### src/rtl/uart_pkg.sv
// Shared types and helpers for the buffered UART transmit path.
// Build option: UART_TX_PARITY_EN adds a PARITY state (8E1 framing).
// Holds the frame state encoding, data width and the baud divisor helper.
`timescale 1ns/1ps
package uart_pkg;

  localparam int DATA_BITS = 8;

`ifdef UART_TX_PARITY_EN
  typedef enum logic [2:0] {IDLE, START, DATA, STOP, PARITY} tx_state_t;
`else
  typedef enum logic [1:0] {IDLE, START, DATA, STOP} tx_state_t;
`endif

  // Integer clock cycles per serial bit; callers keep the result >= 2.
  function automatic int clks_per_bit(input int clk_freq, input int baud);
    return clk_freq / baud;
  endfunction

endpackage

### src/rtl/uart_baud_gen.sv
// Bit-period timer: counts 0..CLKS_PER_BIT-1 and pulses bit_done on the last count.
// Latency: bit_done is high during the final cycle of each bit period.
// Backpressure: none; clr restarts the period synchronously.
`timescale 1ns/1ps
module uart_baud_gen #(
  parameter int CLKS_PER_BIT = 10
) (
  input  logic clk,
  input  logic rst,
  input  logic clr,
  output logic bit_done
);

  localparam int CNT_W = $clog2(CLKS_PER_BIT);
  localparam logic [CNT_W-1:0] LAST = CNT_W'(CLKS_PER_BIT - 1);

  logic [CNT_W-1:0] cnt_q;
  logic [CNT_W-1:0] cnt_d;

  assign bit_done = (cnt_q == LAST);

  // Wrap at the end of each bit, or restart whenever the frame FSM asks.
  always_comb begin
    cnt_d = cnt_q + 1'b1;
    if (clr || bit_done) begin
      cnt_d = '0;
    end
  end

  // Counter register.
  always_ff @(posedge clk or posedge rst) begin
    if (rst) begin
      cnt_q <= '0;
    end else begin
      cnt_q <= cnt_d;
    end
  end

endmodule

### src/rtl/uart_tx_buffered.sv
// Buffered UART transmitter: DEPTH-entry byte FIFO drained onto an 8N1 line (8E1 with UART_TX_PARITY_EN).
// Latency: write at edge N into an idle, empty buffer pops at N+1; tx falls right after that edge.
// Backpressure: none on the host; writes while full are dropped and latch the sticky overflow flag.
`timescale 1ns/1ps
module uart_tx_buffered
  import uart_pkg::*;
#(
  parameter int CLK_FREQ = 100_000_000,
  parameter int BAUD     = 10_000_000,
  parameter int DEPTH    = 4
) (
  input  logic                     clk,
  input  logic                     rst,
  input  logic [7:0]               wr_data,
  input  logic                     wr_en,
  output logic                     tx,
  output logic                     busy,
  output logic                     full,
  output logic                     empty,
  output logic [$clog2(DEPTH):0]   count,
  output logic                     overflow
);

  localparam int CLKS_PER_BIT = clks_per_bit(CLK_FREQ, BAUD);
  localparam int PTR_W        = $clog2(DEPTH);
  localparam int CNT_W        = PTR_W + 1;

  // FIFO storage and bookkeeping
  logic [DATA_BITS-1:0] mem_q [DEPTH];
  logic [PTR_W-1:0]     wr_ptr_q, wr_ptr_d;
  logic [PTR_W-1:0]     rd_ptr_q, rd_ptr_d;
  logic [CNT_W-1:0]     count_q,  count_d;
  logic                 ovf_q,    ovf_d;
  logic                 push;
  logic                 pop;
  logic [DATA_BITS-1:0] head;

  // Frame FSM
  tx_state_t            state_q,   state_d;
  logic [2:0]           bit_idx_q, bit_idx_d;
  logic [DATA_BITS-1:0] shreg_q,   shreg_d;
  logic                 tx_q,      tx_d;
`ifdef UART_TX_PARITY_EN
  logic                 parity_q,  parity_d;
`endif
  logic                 bit_done;
  logic                 baud_clr;

  assign full     = (count_q == CNT_W'(DEPTH));
  assign empty    = (count_q == '0);
  assign count    = count_q;
  assign overflow = ovf_q;
  assign tx       = tx_q;
  assign busy     = (state_q != IDLE);
  assign head     = mem_q[rd_ptr_q];

  // A full FIFO drops the write even if the same edge pops an entry.
  assign push = wr_en && !full;

  // Bit timer restarts on every state change and is parked at zero while idle.
  assign baud_clr = (state_q == IDLE) || (state_d != state_q);

  uart_baud_gen #(
    .CLKS_PER_BIT(CLKS_PER_BIT)
  ) u_baud (
    .clk      (clk),
    .rst      (rst),
    .clr      (baud_clr),
    .bit_done (bit_done)
  );

  // FIFO pointer/count/overflow next state; pointers wrap naturally at DEPTH.
  always_comb begin
    wr_ptr_d = push ? wr_ptr_q + 1'b1 : wr_ptr_q;
    rd_ptr_d = pop  ? rd_ptr_q + 1'b1 : rd_ptr_q;
    count_d  = count_q;
    case ({push, pop})
      2'b10:   count_d = count_q + 1'b1;
      2'b01:   count_d = count_q - 1'b1;
      default: count_d = count_q;
    endcase
    ovf_d = ovf_q || (wr_en && full);
  end

  // Frame sequencing: pop, start bit, 8 data bits LSB first, [parity], stop bit.
  always_comb begin
    state_d   = state_q;
    bit_idx_d = bit_idx_q;
    shreg_d   = shreg_q;
    tx_d      = tx_q;
    pop       = 1'b0;
`ifdef UART_TX_PARITY_EN
    parity_d  = parity_q;
`endif
    case (state_q)
      IDLE: begin
        tx_d = 1'b1;
        if (!empty) begin
          pop      = 1'b1;
          shreg_d  = head;
`ifdef UART_TX_PARITY_EN
          parity_d = ^head;
`endif
          tx_d     = 1'b0;
          state_d  = START;
        end
      end
      START: begin
        if (bit_done) begin
          state_d   = DATA;
          bit_idx_d = 3'd0;
          tx_d      = shreg_q[0];
        end
      end
      DATA: begin
        if (bit_done) begin
          if (bit_idx_q == 3'(DATA_BITS - 1)) begin
`ifdef UART_TX_PARITY_EN
            state_d = PARITY;
            tx_d    = parity_q;
`else
            state_d = STOP;
            tx_d    = 1'b1;
`endif
          end else begin
            bit_idx_d = bit_idx_q + 3'd1;
            shreg_d   = shreg_q >> 1;
            tx_d      = shreg_q[1];
          end
        end
      end
`ifdef UART_TX_PARITY_EN
      PARITY: begin
        if (bit_done) begin
          state_d = STOP;
          tx_d    = 1'b1;
        end
      end
`endif
      STOP: begin
        if (bit_done) begin
          if (!empty) begin
            // Chain straight into the next start bit: no idle gap.
            pop      = 1'b1;
            shreg_d  = head;
`ifdef UART_TX_PARITY_EN
            parity_d = ^head;
`endif
            tx_d     = 1'b0;
            state_d  = START;
          end else begin
            tx_d    = 1'b1;
            state_d = IDLE;
          end
        end
      end
      default: begin
        tx_d    = 1'b1;
        state_d = IDLE;
      end
    endcase
  end

  // FIFO storage needs no reset; occupancy is tracked by count_q.
  always_ff @(posedge clk) begin
    if (push) begin
      mem_q[wr_ptr_q] <= wr_data;
    end
  end

  // Control state; reset aborts any frame and forces the line high immediately.
  always_ff @(posedge clk or posedge rst) begin
    if (rst) begin
      wr_ptr_q  <= '0;
      rd_ptr_q  <= '0;
      count_q   <= '0;
      ovf_q     <= 1'b0;
      state_q   <= IDLE;
      bit_idx_q <= 3'd0;
      shreg_q   <= '0;
      tx_q      <= 1'b1;
`ifdef UART_TX_PARITY_EN
      parity_q  <= 1'b0;
`endif
    end else begin
      wr_ptr_q  <= wr_ptr_d;
      rd_ptr_q  <= rd_ptr_d;
      count_q   <= count_d;
      ovf_q     <= ovf_d;
      state_q   <= state_d;
      bit_idx_q <= bit_idx_d;
      shreg_q   <= shreg_d;
      tx_q      <= tx_d;
`ifdef UART_TX_PARITY_EN
      parity_q  <= parity_d;
`endif
    end
  end

endmodule

### config.mk
export PLATFORM = sky130hd
export DESIGN_NAME = uart_tx_buffered
export DESIGN_NICKNAME = d
export VERILOG_FILES = /design/src/rtl/uart_pkg.sv /design/src/rtl/uart_baud_gen.sv /design/src/rtl/uart_tx_buffered.sv
export SDC_FILE = /design/constraint.sdc
export NUM_CORES = 1
export LEC_CHECK = 0
export CORE_ASPECT_RATIO = 1.2
export CORE_MARGIN = 2
export CORE_UTILIZATION = 25
export DETAILED_ROUTE_END_ITERATION = 10
export PLACE_DENSITY = 0.37
export SLEW_MARGIN = 20
export SYNTH_ARGS = -nofsm -noshare
export SYNTH_HDL_FRONTEND = slang
export SYNTH_SLANG_ARGS = --single-unit
### constraint.sdc
create_clock -name clk -period 2.9 [get_ports clk]
set_input_delay 0.725 -clock clk [delete_from_list [all_inputs] [get_ports clk]]
set_output_delay 0.725 -clock clk [all_outputs]
set_load 0.05 [all_outputs]
# Yosys cells after proc, flatten, opt, wreduce, memory -nomap -nowiden

Memories as Yosys holds them, arrays and structs flattened.
Index checks and enable logic that the tools add are counted.

Register bits: 26
Memory bits (writable): 32
Output and inout port bits: 8
Memories: 1
Input port bits: 11
Logic and storage cells: 73

Eq/ne operators: 13
Add/sub/neg operators: 6
Muxes and demuxes: 29
Reduce and logical (&&, ||, !) cells: 15

Memory list:

| memory | words | width | rd ports | clocked after Yosys merged registers in | write ports | line                   | source |
|---|---|---|---|---|---|---|---|
| mem_q  | 4     | 8     | 1        | 0                                       | 1           | uart_tx_buffered.sv:29 | `logic [DATA_BITS-1:0] mem_q [DEPTH];` |

Operators by type and width:

| kind                | count |
|---|---|
| $mux 8              | 4 |
| $pmux 8 s3          | 1 |
| $pmux 3 s2          | 2 |
| $mux 1              | 10 |
| $mux 2              | 5 |
| $mux 3              | 3 |
| $pmux 2 s4          | 1 |
| $reduce_and 4->1    | 2 |
| $add 3x1->3 const B | 2 |
| $eq 2x2->1 const B  | 3 |
| $eq 3x3->1 const B  | 2 |
| $ne 2x1->1 const B  | 3 |
| $reduce_bool 2->1   | 3 |
| $add 2x1->2 const B | 2 |
| $add 4x1->4 const B | 1 |
| $eq 2x1->1 const B  | 2 |
| $eq 4x4->1 const B  | 1 |
| $mux 4              | 1 |
| $pmux 1 s4          | 1 |
| $logic_not 3->1     | 1 |
| $logic_or 1x1->1    | 3 |
| $reduce_and 3->1    | 1 |
| $reduce_bool 3->1   | 1 |
| $sub 3x1->3 const B | 1 |
| other kinds (6)     | 7 |

# Depth between registers and ports, before layout

Word-level depth: 8
Gate-level depth with buffers: 11
Depth with buffers taken out: 11

# Hierarchy

From an unflattened synthesis, not the netlist that was laid out.

Cell total of the unflattened synthesis: 193
Area, all modules: 2736.4 µm²

By module, submodules not included:

| module           | seq. area each (µm²) | instances | cells each | area each (µm²) |
|---|---|---|---|---|
| uart_tx_buffered | 1512.7               | 1         | 172        | 2528.7 |
| uart_baud_gen    | 100.1                | 1         | 21         | 207.7 |

# Least setup slack after synthesis

OpenSTA, ideal clock, no wires.

Path kind: reg-to-reg
Start: reg count_q[0], in the netlist count[0]
End: reg count_q[2], in the netlist count[2]
Setup time: 82 ps
Path buffers: 1
Slack: 282 ps
Required time: 2818 ps
Stages on the path, launching flop included: 12
Data arrival time: 2536 ps
Clock period less this slack: 2618 ps
Cells stage by stage: dfrtp_1 -> inv_1 -> and3_1 -> nor2b_1 -> clkbuf_1 -> inv_1 -> ha_1 -> inv_1 -> fa_1 -> xor2_1 -> nor2_1 -> xor2_1

Elaborated cells on any way between the ends: 13
Classes of those cells: 2 x add/sub; 3 x eq/ne; 4 x mux; 4 x reduce/logical

RTL lines:

| what                                            | line                    | source |
|---|---|---|
| from (decl)                                     | uart_tx_buffered.sv:32  | `logic [CNT_W-1:0] count_q, count_d;` |
| from (signal assigned)                          | uart_tx_buffered.sv:188 | `count_q <= count_d;` |
| $eq 3x3->1 *                                    | uart_tx_buffered.sv:49  | `assign full = (count_q == CNT_W'(DEPTH));` |
| named net full                                  | uart_tx_buffered.sv:18  | `output logic full,` |
| $logic_not 1->1 *                               | uart_tx_buffered.sv:58  | `assign push = wr_en && !full;` |
| $logic_and 1x1->1 *                             | uart_tx_buffered.sv:58  |  |
| $eq 2x1->1 or $eq 2x2->1 (tied branches)        | uart_tx_buffered.sv:77  | `case ({push, pop})` |
| $pmux 3 s2 or $reduce_bool 2->1 (tied branches) | n/a                     |  |

The timed path passes the listed nets; every way through them passes the cells marked *.
A chain may end at the register's enable or synchronous reset.

# Final worst setup path

Start: reg count_q[2], in the netlist count[2]
End: out empty

Longest elaborated chain between the ends: 1

RTL lines:

| what            | line                   | source |
|---|---|---|
| $logic_not 3->1 | uart_tx_buffered.sv:50 | `assign empty = (count_q == '0);` |
| to (decl)       | uart_tx_buffered.sv:19 | `output logic empty,` |

Every way passes these cells.

==> results.md <==
- Min Tclk post-route: 2810 ps
- RSZ-0062 raised after global routing: false
- Top-count cell post-synth: edfxtp_1
- CTS tree: yes
- Data arrival, critical path: 2080 ps
- Slew Limit Fails: 0
- Routed WL: 5050 um
- Initial Utilization: 25.6%
- Met2 Use GR: 15.4%
- Synthesis Warnings: 0
- Max_slew headroom: 46.7%
- CTS resizes: 0
- Post-synth ARST share: 44.8%
- Final Setup Violations: 0
- Crit share post-route: 96.9%
- Synthesized area: 2690 sq um
- Post-synth EDFFs: 32
- DRC Markers: 0
- Outcome: finished clean
- Max clock buf depth: 2
- CTS Buf Count: 9
- Layout cell share with drive strength beyond 1: 15.4%
- Global-route track usage on met1: 10.9%
- Slew @ Worst Pin: 789 ps
- Syn Nets: 224
- Global route hottest layer: met2
- Gate Count Post-Synth: 198
- GRT Total Usage: 9.42%
- Setup Buffers After CTS: 0
- Cts hold-fix bufs: 0
- DIE HEIGHT: 118 um
- Drt pass-1 iters: 4
- Final setup skew: 8.94 ps
- Sequential area share after synthesis: 60.0%
- Synthesis-stage register bit count: 58
- Yosys cell types: 41
- Antenna diode count: 0
- Core ar.: 10500 sq um
- P_leak: 1.28 nW
- Clock transition at path regs: 60 ps
- Synth Flop Type: edfxtp_1
- Drt wl/cell: 14.1 um
- Power Density: 1050 nW/um^2
- Die width: 98.7 um
- First-pass GRT wire length: 8200 um
- R2R Setup Slk: 490 ps
- Post-route ant nets: 0
- Clock Latency Late Sink: 320 ps
- CP Max Fanout: 7
- Yosys top cell area share: 35.8%
- DP HPWL: 3440 um
- Critical path required time: 2170 ps
- Area delta synth->final: 22.4%
- Nets: 249
- Final Core Density: 31.3%
- Top cells by area, synth: edfxtp_1 (36%), dfrtp_1 (23%), mux4_2 (6.7%), ha_1 (6.5%), mux2i_1 (3.0%)
- Largest net degree at the start of global routing: 27
- IO Pins: 19
- Setup TNS: 0 ps
- GR Util met3: 3.03%
- Synth cell count leaders: edfxtp_1 (32), dfrtp_1 (25), ha_1 (14), nor2_1 (14)
- Highest achievable clock rate: 0.356 GHz
- DRT iter0 DRCs: 48
- Syn_area_per_cell: 13.6 sq um
- Fin. Hold Viols: 0
- Tot Pwr: 0.00347 W
- Clock root buffer: clkbuf_16
- Crit end category: output port
- Top cell type by total area after synthesis: edfxtp_1
- Crit path launch type: register
- Initial antenna violation count: 0
- Clock Sink Count: 58
- Hold WC Path Type: register to register
- Critical path class: register to output port
- Vias in the first global route: 1587
- Peak supply drop: 362 uV
- Routed vias/inst: 4.32
- GRT overflow: 0
- I/O Buffers: 18
- Fillers: 1031
- Die ar.: 11600 sq um
- Max-Cap Viols: 0
- FP Rows: 41
- DR vias: 1544
- CTS H-tree depth: 3
- Final GP Congestion: 0.714
==> area by class of cell <==
cell class	instances	area, sq um	area share, %
flip-flops and latches	58	1610	49.0
multi-input cells	119	985	29.9
inverters	13	48.8	1.48
clock buffers	9	225	6.85
repair buffers	22	210	6.39
clock inverters	7	46.3	1.41
well taps	129	161	4.91
==> per-stage QoR <==
step / cell area, sq um / hold slack [ps] / worst slack [ps] / std cells
after floorplan: 2690 / 454 / 282 / 198
after global placement: 3020 / 441 / 406 / 341
after detailed placement: 3020 / 455 / 438 / 341
after CTS: 3290 / 469 / 75.4 / 357
after global routing: 3290 / 472 / 31.1 / 357
final: 3290 / 461 / 90.6 / 357
==> state kept, by name (all words and copies together), names as in the netlist <==
register      count
u_baud.cnt_q      4
state_q           2
rd_ptr_q          2
shreg_q           8
count             3
overflow          1
tx                1
wr_ptr_q          2
bit_idx_q         3
mem_q            32
==> layout by cell type (no fill, tap or decap), types with 2 or more instances in the layout <==
| master | synthesis | final |
|---|---|---|
| edfxtp_1 | 32 | 32 |
| dfrtp_1 | 25 | 25 |
| clkdlybuf4s50_1 | 0 | 18 |
| nor2_1 | 14 | 14 |
| ha_1 | 14 | 14 |
| inv_1 | 12 | 12 |
| nand2_1 | 12 | 12 |
| a21oi_1 | 12 | 12 |
| o21ai_0 | 9 | 9 |
| clkbuf_16 | 0 | 9 |
| mux2i_1 | 8 | 8 |
| mux4_2 | 8 | 8 |
| nor3_1 | 5 | 5 |
| xor2_1 | 4 | 4 |
| xnor2_1 | 4 | 4 |
| and2_1 | 4 | 4 |
| buf_4 | 0 | 4 |
| a31oi_1 | 2 | 2 |
| and3_1 | 2 | 2 |
| nand3_1 | 2 | 2 |
| a21oi_2 | 2 | 2 |
| clkinv_4 | 0 | 2 |
| clkinvlp_4 | 0 | 2 |
| clkinv_2 | 0 | 2 |
==> power by group <==
group	leakage [nW]	switching [W]	internal, W
Combinational	0.541	0.000694	0.000520
Clock	0.129	0.000378	0.000573
Sequential	0.606	0.000181	0.00112
==> path summary, 6_finish.rpt <==
kind | from | end | depth (start not counted)
hold / removal | overflow$_DFF_PP0_ | overflow$_DFF_PP0_ | 1
min in group asynchronous | rst | overflow$_DFF_PP0_ | 3
setup / recovery | count[2]$_DFFE_PP0P_ | empty | 3
setup reg to reg | u_baud.cnt_q[1]$_DFF_PP0_ | count[2]$_DFFE_PP0P_ | 12
hold reg to reg | overflow$_DFF_PP0_ | overflow$_DFF_PP0_ | 1
max in group asynchronous | rst | tx$_DFFE_PP1P_ | 3
==> kinds of logic (layout without fill, tap and decap cells) <==
| logic type | Yosys count | count (layout) | share of synthesized area [%] |
|---|---|---|---|
| AND/OR/NAND/NOR | 46 | 46 | 8.94 |
| multiplexers | 17 | 17 | 10.1 |
| buffers and inverters | 21 | 51 | 3.35 |
| flip-flops | 58 | 58 | 60.0 |
| adder cells (fa/ha/maj) | 15 | 15 | 7.26 |
| XOR/XNOR | 8 | 8 | 2.61 |
| AO/OA/AOI/OAI | 33 | 33 | 7.73 |
==> worst max-delay path, stage by stage, from the launching register on <==
cell	delay, ps
dfrtp_1	420
or3_4	410
inv_2	120
clkdlybuf4s50_1	810
==> layer usage <==
metal / vias to the layer above / share of wire, %
met5: - / 0
met4: 0 / 1.6
met3: 5 / 3.2
met2: 18 / 51
met1: 757 / 44
li1: 764 / -
No activity file was read; power rests on OpenSTA's default activity.
==> patch 1: new RTL, config.mk and constraints unchanged <==
The 4 states of `tx_state_t` get a one-hot encoding in 4 bits.
--- a/src/rtl/uart_pkg.sv
+++ b/src/rtl/uart_pkg.sv
@@ -10,5 +10,5 @@
   typedef enum logic [2:0] {IDLE, START, DATA, STOP, PARITY} tx_state_t;
 `else
-  typedef enum logic [1:0] {IDLE, START, DATA, STOP} tx_state_t;
+  typedef enum logic [3:0] {IDLE = 4'b0001, START = 4'b0010, DATA = 4'b0100, STOP = 4'b1000} tx_state_t;
 `endif
 
Function: same outputs for any inputs over 10 cycles, from zero or initial values and one cycle with rst high; not proved beyond that.
==> patch 1 against the unedited design <==
Synthesized area is 2.2% higher; register-to-register slack worse by 0.18 ns; cell count is 2.0% lower; largest power group unchanged; synthesized cell count is 3.5% lower; sequential cell count is 2 higher; design area is 3.2% higher; worst setup slack better by 0.16 ns; count of clock-buffer cells in the layout stayed put; fmax is 6.2% higher; highest routed layer unchanged; wire length is 3.0% higher; non-clock buffer count stayed put; power is 8.7% higher.
==> patch 1: results <==
status:
  outcome: "finished, final reports clean"
setup_path:
  reg2regPathDepth: 9
  timing.reg2reg.setup_slack_ns: 0.31
  worst_path_largest_cell_delay_ns: 0.81
  critical_path.reg2reg.startpoint: "state_q[0]$_DFF_PP1_"
  timing.critical_path.slowest_stage_cell: "sky130_fd_sc_hd__clkdlybuf4s50_1"
  critical_path.max_fanout: 3
  crit_path_end: "full"
  cp-startpoint: "count[1]$_DFFE_PP0P_"
  worst_ep_arrival_time_ns: 1.92
  cp_top_family: "buffers and inverters"
detailed_routing:
  num_vias: 1533
  drt_first_iter_violations: 36
  totalWireLength_um: 5200
pwr:
  power.leakage_nw: 1.34
  clock_power_share_pct: 31.7
  peakVddDrop_mv: 0.389
  p_switching_mw: 1.21
  seqPwrFrac_pct: 36.4
finish:
  antenna_cells_inserted: 0
  drive_above_1_share_pct: 20.8
  fill_cell_total_of_the_finished_layout: 1069
  biggestRegsByFlops: "mem_q x32, shreg_q x8"
  nNetsFinal: 238
clock_network:
  max-clock-path-buffers: 2
  cts_h_tree_lvls: 3
  cts.repair.resized: 1
  cts_post_setup_buffers_inserted: 0
yosys:
  fraction_of_synthesized_cell_area_in_xor_and_xnor_cells_pct: 2.87
  synth_mux_area_share_pct: 11.2
  synth.yosys.seq_area_share_pct: 60.6
  synthFlopType: "sky130_fd_sc_hd__edfxtp_1"
  syn_nets: 212
  synth_commonest_cells: "sky130_fd_sc_hd__edfxtp_1 (32), sky130_fd_sc_hd__nand2_1 (29), sky130_fd_sc_hd__dfrtp_1 (26)"
  asyncSetResetFlopFracSynth_pct: 46.7
  synth_compound_gate_area_share_pct: 5.01
  synthAdderAreaFrac_pct: 4.83
  yosys.cell_types.count: 43
  synth_top_cells_by_area: "sky130_fd_sc_hd__edfxtp_1 (35%), sky130_fd_sc_hd__dfrtp_1 (24%), sky130_fd_sc_hd__mux4_2 (6.6%)"
placement:
  place_area_mm2: 0.00307
  gp_congestion: 0.683
  detailed_place_hpwl_um: 3440
grt:
  number_of_antenna_violations_at_the_first_check_in_global_routing: 0
  use_met3_pct: 1.94
  grt_start_max_net_pins: 29
  globalRouteMet2Util_pct: 15.8
  grt.total_usage_pct: 9.77
  groute.layer.met1.usage_pct: 11.7
  vias_in_the_first_global_route: 1615
  grt_pass1_wl_um: 8550
sta:
  clock-skew-final_ns: 0.00628
  slew-limit-headroom_pct: 58.1
min_path:
  min-delay-start: "overflow$_DFF_PP0_"
  hold-path-endpoint: "overflow$_DFF_PP0_"
[patch 1: cell types whose count changed after synthesis, moves of 3 or more]
cell | before | now
sky130_fd_sc_hd__nand2_1 | 12 | 29
sky130_fd_sc_hd__a21oi_1 | 12 | 2
sky130_fd_sc_hd__nor2_1 | 14 | 6
sky130_fd_sc_hd__mux2i_1 | 8 | 1
sky130_fd_sc_hd__ha_1 | 14 | 9
sky130_fd_sc_hd__inv_1 | 12 | 8
sky130_fd_sc_hd__mux2_1 | 0 | 4
sky130_fd_sc_hd__mux2_4 | 0 | 4
sky130_fd_sc_hd__nor3_1 | 5 | 1
sky130_fd_sc_hd__or4b_1 | 0 | 4
sky130_fd_sc_hd__buf_6 | 1 | 4
[patch 1: routing by layer]
| layer | vias up | part of all wire [%] |
|---|---|---|
| met2 | 20 | 50 |
| met1 | 761 | 45 |
| met5 | - | 0 |
| li1 | 741 | - |
| met4 | 0 | 2.9 |
| met3 | 11 | 2.4 |
[patch 1: area by class of cell]
cell class,instances,share of cell area (%)
Clock buffer,9,6.64
Timing Repair Buffer,22,6.08
Tap cell,129,4.76
Inverter,8,0.885
Clock inverter,6,3.06
Sequential cell,60,49.0
Multi-Input combinational cell,116,29.5
[patch 1: per-stage QoR]
step                      hold WS (ns)  setup WS (ns)  std cells  total power [mW]  util (%)
final                            0.453          0.255        350              3.77      32.0
after global routing             0.472          0.160        350              4.00      32.0
after detailed placement         0.447          0.299        335              2.63      28.9
after CTS                        0.459          0.220        350              3.85      32.0
after floorplan                  0.458          0.163        191              2.28         -
after global placement           0.440          0.333        335              2.62      28.9
[patch 1: cells by family after synthesis]
logic type | after synthesis
AO/OA/AOI/OAI | 17
XOR/XNOR | 9
adder cells (fa/ha/maj) | 10
buffers and inverters | 15
flip-flops | 60
multiplexers | 18
AND/OR/NAND/NOR | 62
==> patch 2: new RTL, same settings <==
Made on the original files. Add a define of `UART_TX_PARITY_EN`.
--- a/src/rtl/uart_pkg.sv
+++ b/src/rtl/uart_pkg.sv
@@ -3,4 +3,6 @@
 // Holds the frame state encoding, data width and the baud divisor helper.
 `timescale 1ns/1ps
+`define UART_TX_PARITY_EN
+
 package uart_pkg;
 
Function: no difference found for any inputs over 10 cycles, from zero or initial values and one cycle with rst high; that may be too few to reach the edited logic, so the function may still have changed.
==> patch 2 against the unedited design <==
Utilization is 0.76 points higher; highest routed layer unchanged; worst setup slack better by 0.12 ns; design area is 2.9% higher; register-to-register slack worse by 0.05 ns; via count is 0.58% higher; power is 14% higher; synthesized area is 1.7% higher; non-clock buffer count is 2 higher; wire length is 3.2% higher; sequential cell count is 2 higher.
==> patch 2: results <==
setup_path:
  critical_path.max_fanout: 11
  timing.reg2reg.setup_slack_ns: 0.44
  rr_endpoint: "count[2]$_DFFE_PP0P_"
  reg2regPathDepth: 11
  cp_top_family: "buffers and inverters"
  crit_path_end: "busy"
  cp-startpoint: "state_q[0]$_DFF_PP0_"
  worst_path_largest_cell_delay_ns: 0.71
  worst_ep_arrival_time_ns: 1.96
yosys:
  yosys.cell_types.count: 40
  synth_top_cells_by_area: "sky130_fd_sc_hd__edfxtp_1 (35%), sky130_fd_sc_hd__dfrtp_1 (25%), sky130_fd_sc_hd__mux4_2 (6.6%)"
  synth.yosys.warnings: 0
  syn_avg_cell_area_um2: 13.9
  syn_nets: 218
  asyncSetResetFlopFracSynth_pct: 46.7
  synth.yosys.seq_area_share_pct: 60.9
  synth_commonest_cells: "sky130_fd_sc_hd__edfxtp_1 (32), sky130_fd_sc_hd__dfrtp_1 (27), sky130_fd_sc_hd__nor2_1 (20)"
  synth_enable_flop_cells: 32
finish:
  nNetsFinal: 245
  drive_above_1_share_pct: 16.6
  final_std_cells_w_o_fill: 358
grt:
  globalRouteMet2Util_pct: 16.2
  use_met3_pct: 2.19
  groute.layer.met1.usage_pct: 11.7
  vias_in_the_first_global_route: 1674
  grt.total_usage_pct: 9.91
  grt_pass1_wl_um: 8690
  grt_start_max_net_pins: 29
  number_of_antenna_violations_at_the_first_check_in_global_routing: 0
clock_network:
  tritoncts_buffer_count: 9
  cts.repair.resized: 0
  cts_post_setup_buffers_inserted: 0
  clk_transition_reported_paths_ns: 0.05
placement:
  gp_congestion: 0.725
  detailed_place_hpwl_um: 3540
  numPlacedInstances: 342
  place_area_mm2: 0.00307
sta:
  worst_pin_slew_ns: 0.623
  clock-skew-final_ns: 0.00460
  layout_setup_ws_ns: 0.210
detailed_routing:
  dr.pass1.iters: 4
  wl_per_cell_um: 14.6
  detailroute.wirelength.met3_um: 148
  via_per_inst: 4.34
  top_layer_used: "met4"
  wirelength_met1_um: 2300
  drt_first_iter_violations: 46
  routed-wl-met2_um: 2600
pwr:
  p_seq_mw: 1.40
  peakVddDrop_mv: 0.373
  cell_internal_pwr_mw: 2.59
  power.switching_fraction_pct: 34.5
  power.leakage_nw: 1.27
  p_comb_share_pct: 36.2
status:
  outcome: "finished, final reports clean"
[patch 2: changes by cell type after synthesis, sizes merged, moves of 3 or more]
cell   delta
inv       -3
xnor2     +7
nor2      +6
nor3      -5
ha        -5
a21oi     -3
o21ai     -4
nand2     -6
[patch 2: through the flow]
stage	hold WS, ns	util (%)
after global routing	0.491	32.0
after CTS	0.456	32.0
after detailed placement	0.444	29.0
after floorplan	0.461	-
final	0.452	32.0
after global placement	0.443	29.0
[patch 2: layout make-up]
type / instances / area [µm²]
Timing Repair Buffer: 24 / 223
Inverter: 10 / 37.5
Clock buffer: 9 / 225
Clock inverter: 7 / 91.3
Sequential cell: 60 / 1660
Tap cell: 129 / 161
Fill cell: 1049 / 7180
Multi-Input combinational cell: 119 / 985
[patch 2: cell families after synthesis]
family / synth area share (%)
buffers and inverters: 3.11
and+or+nand+nor: 9.39
xor gates and xnor gates: 4.81
adders and majority gates: 4.85
AOI/OAI and AO/OA: 6.69
muxes: 10.3
DFF: 60.9
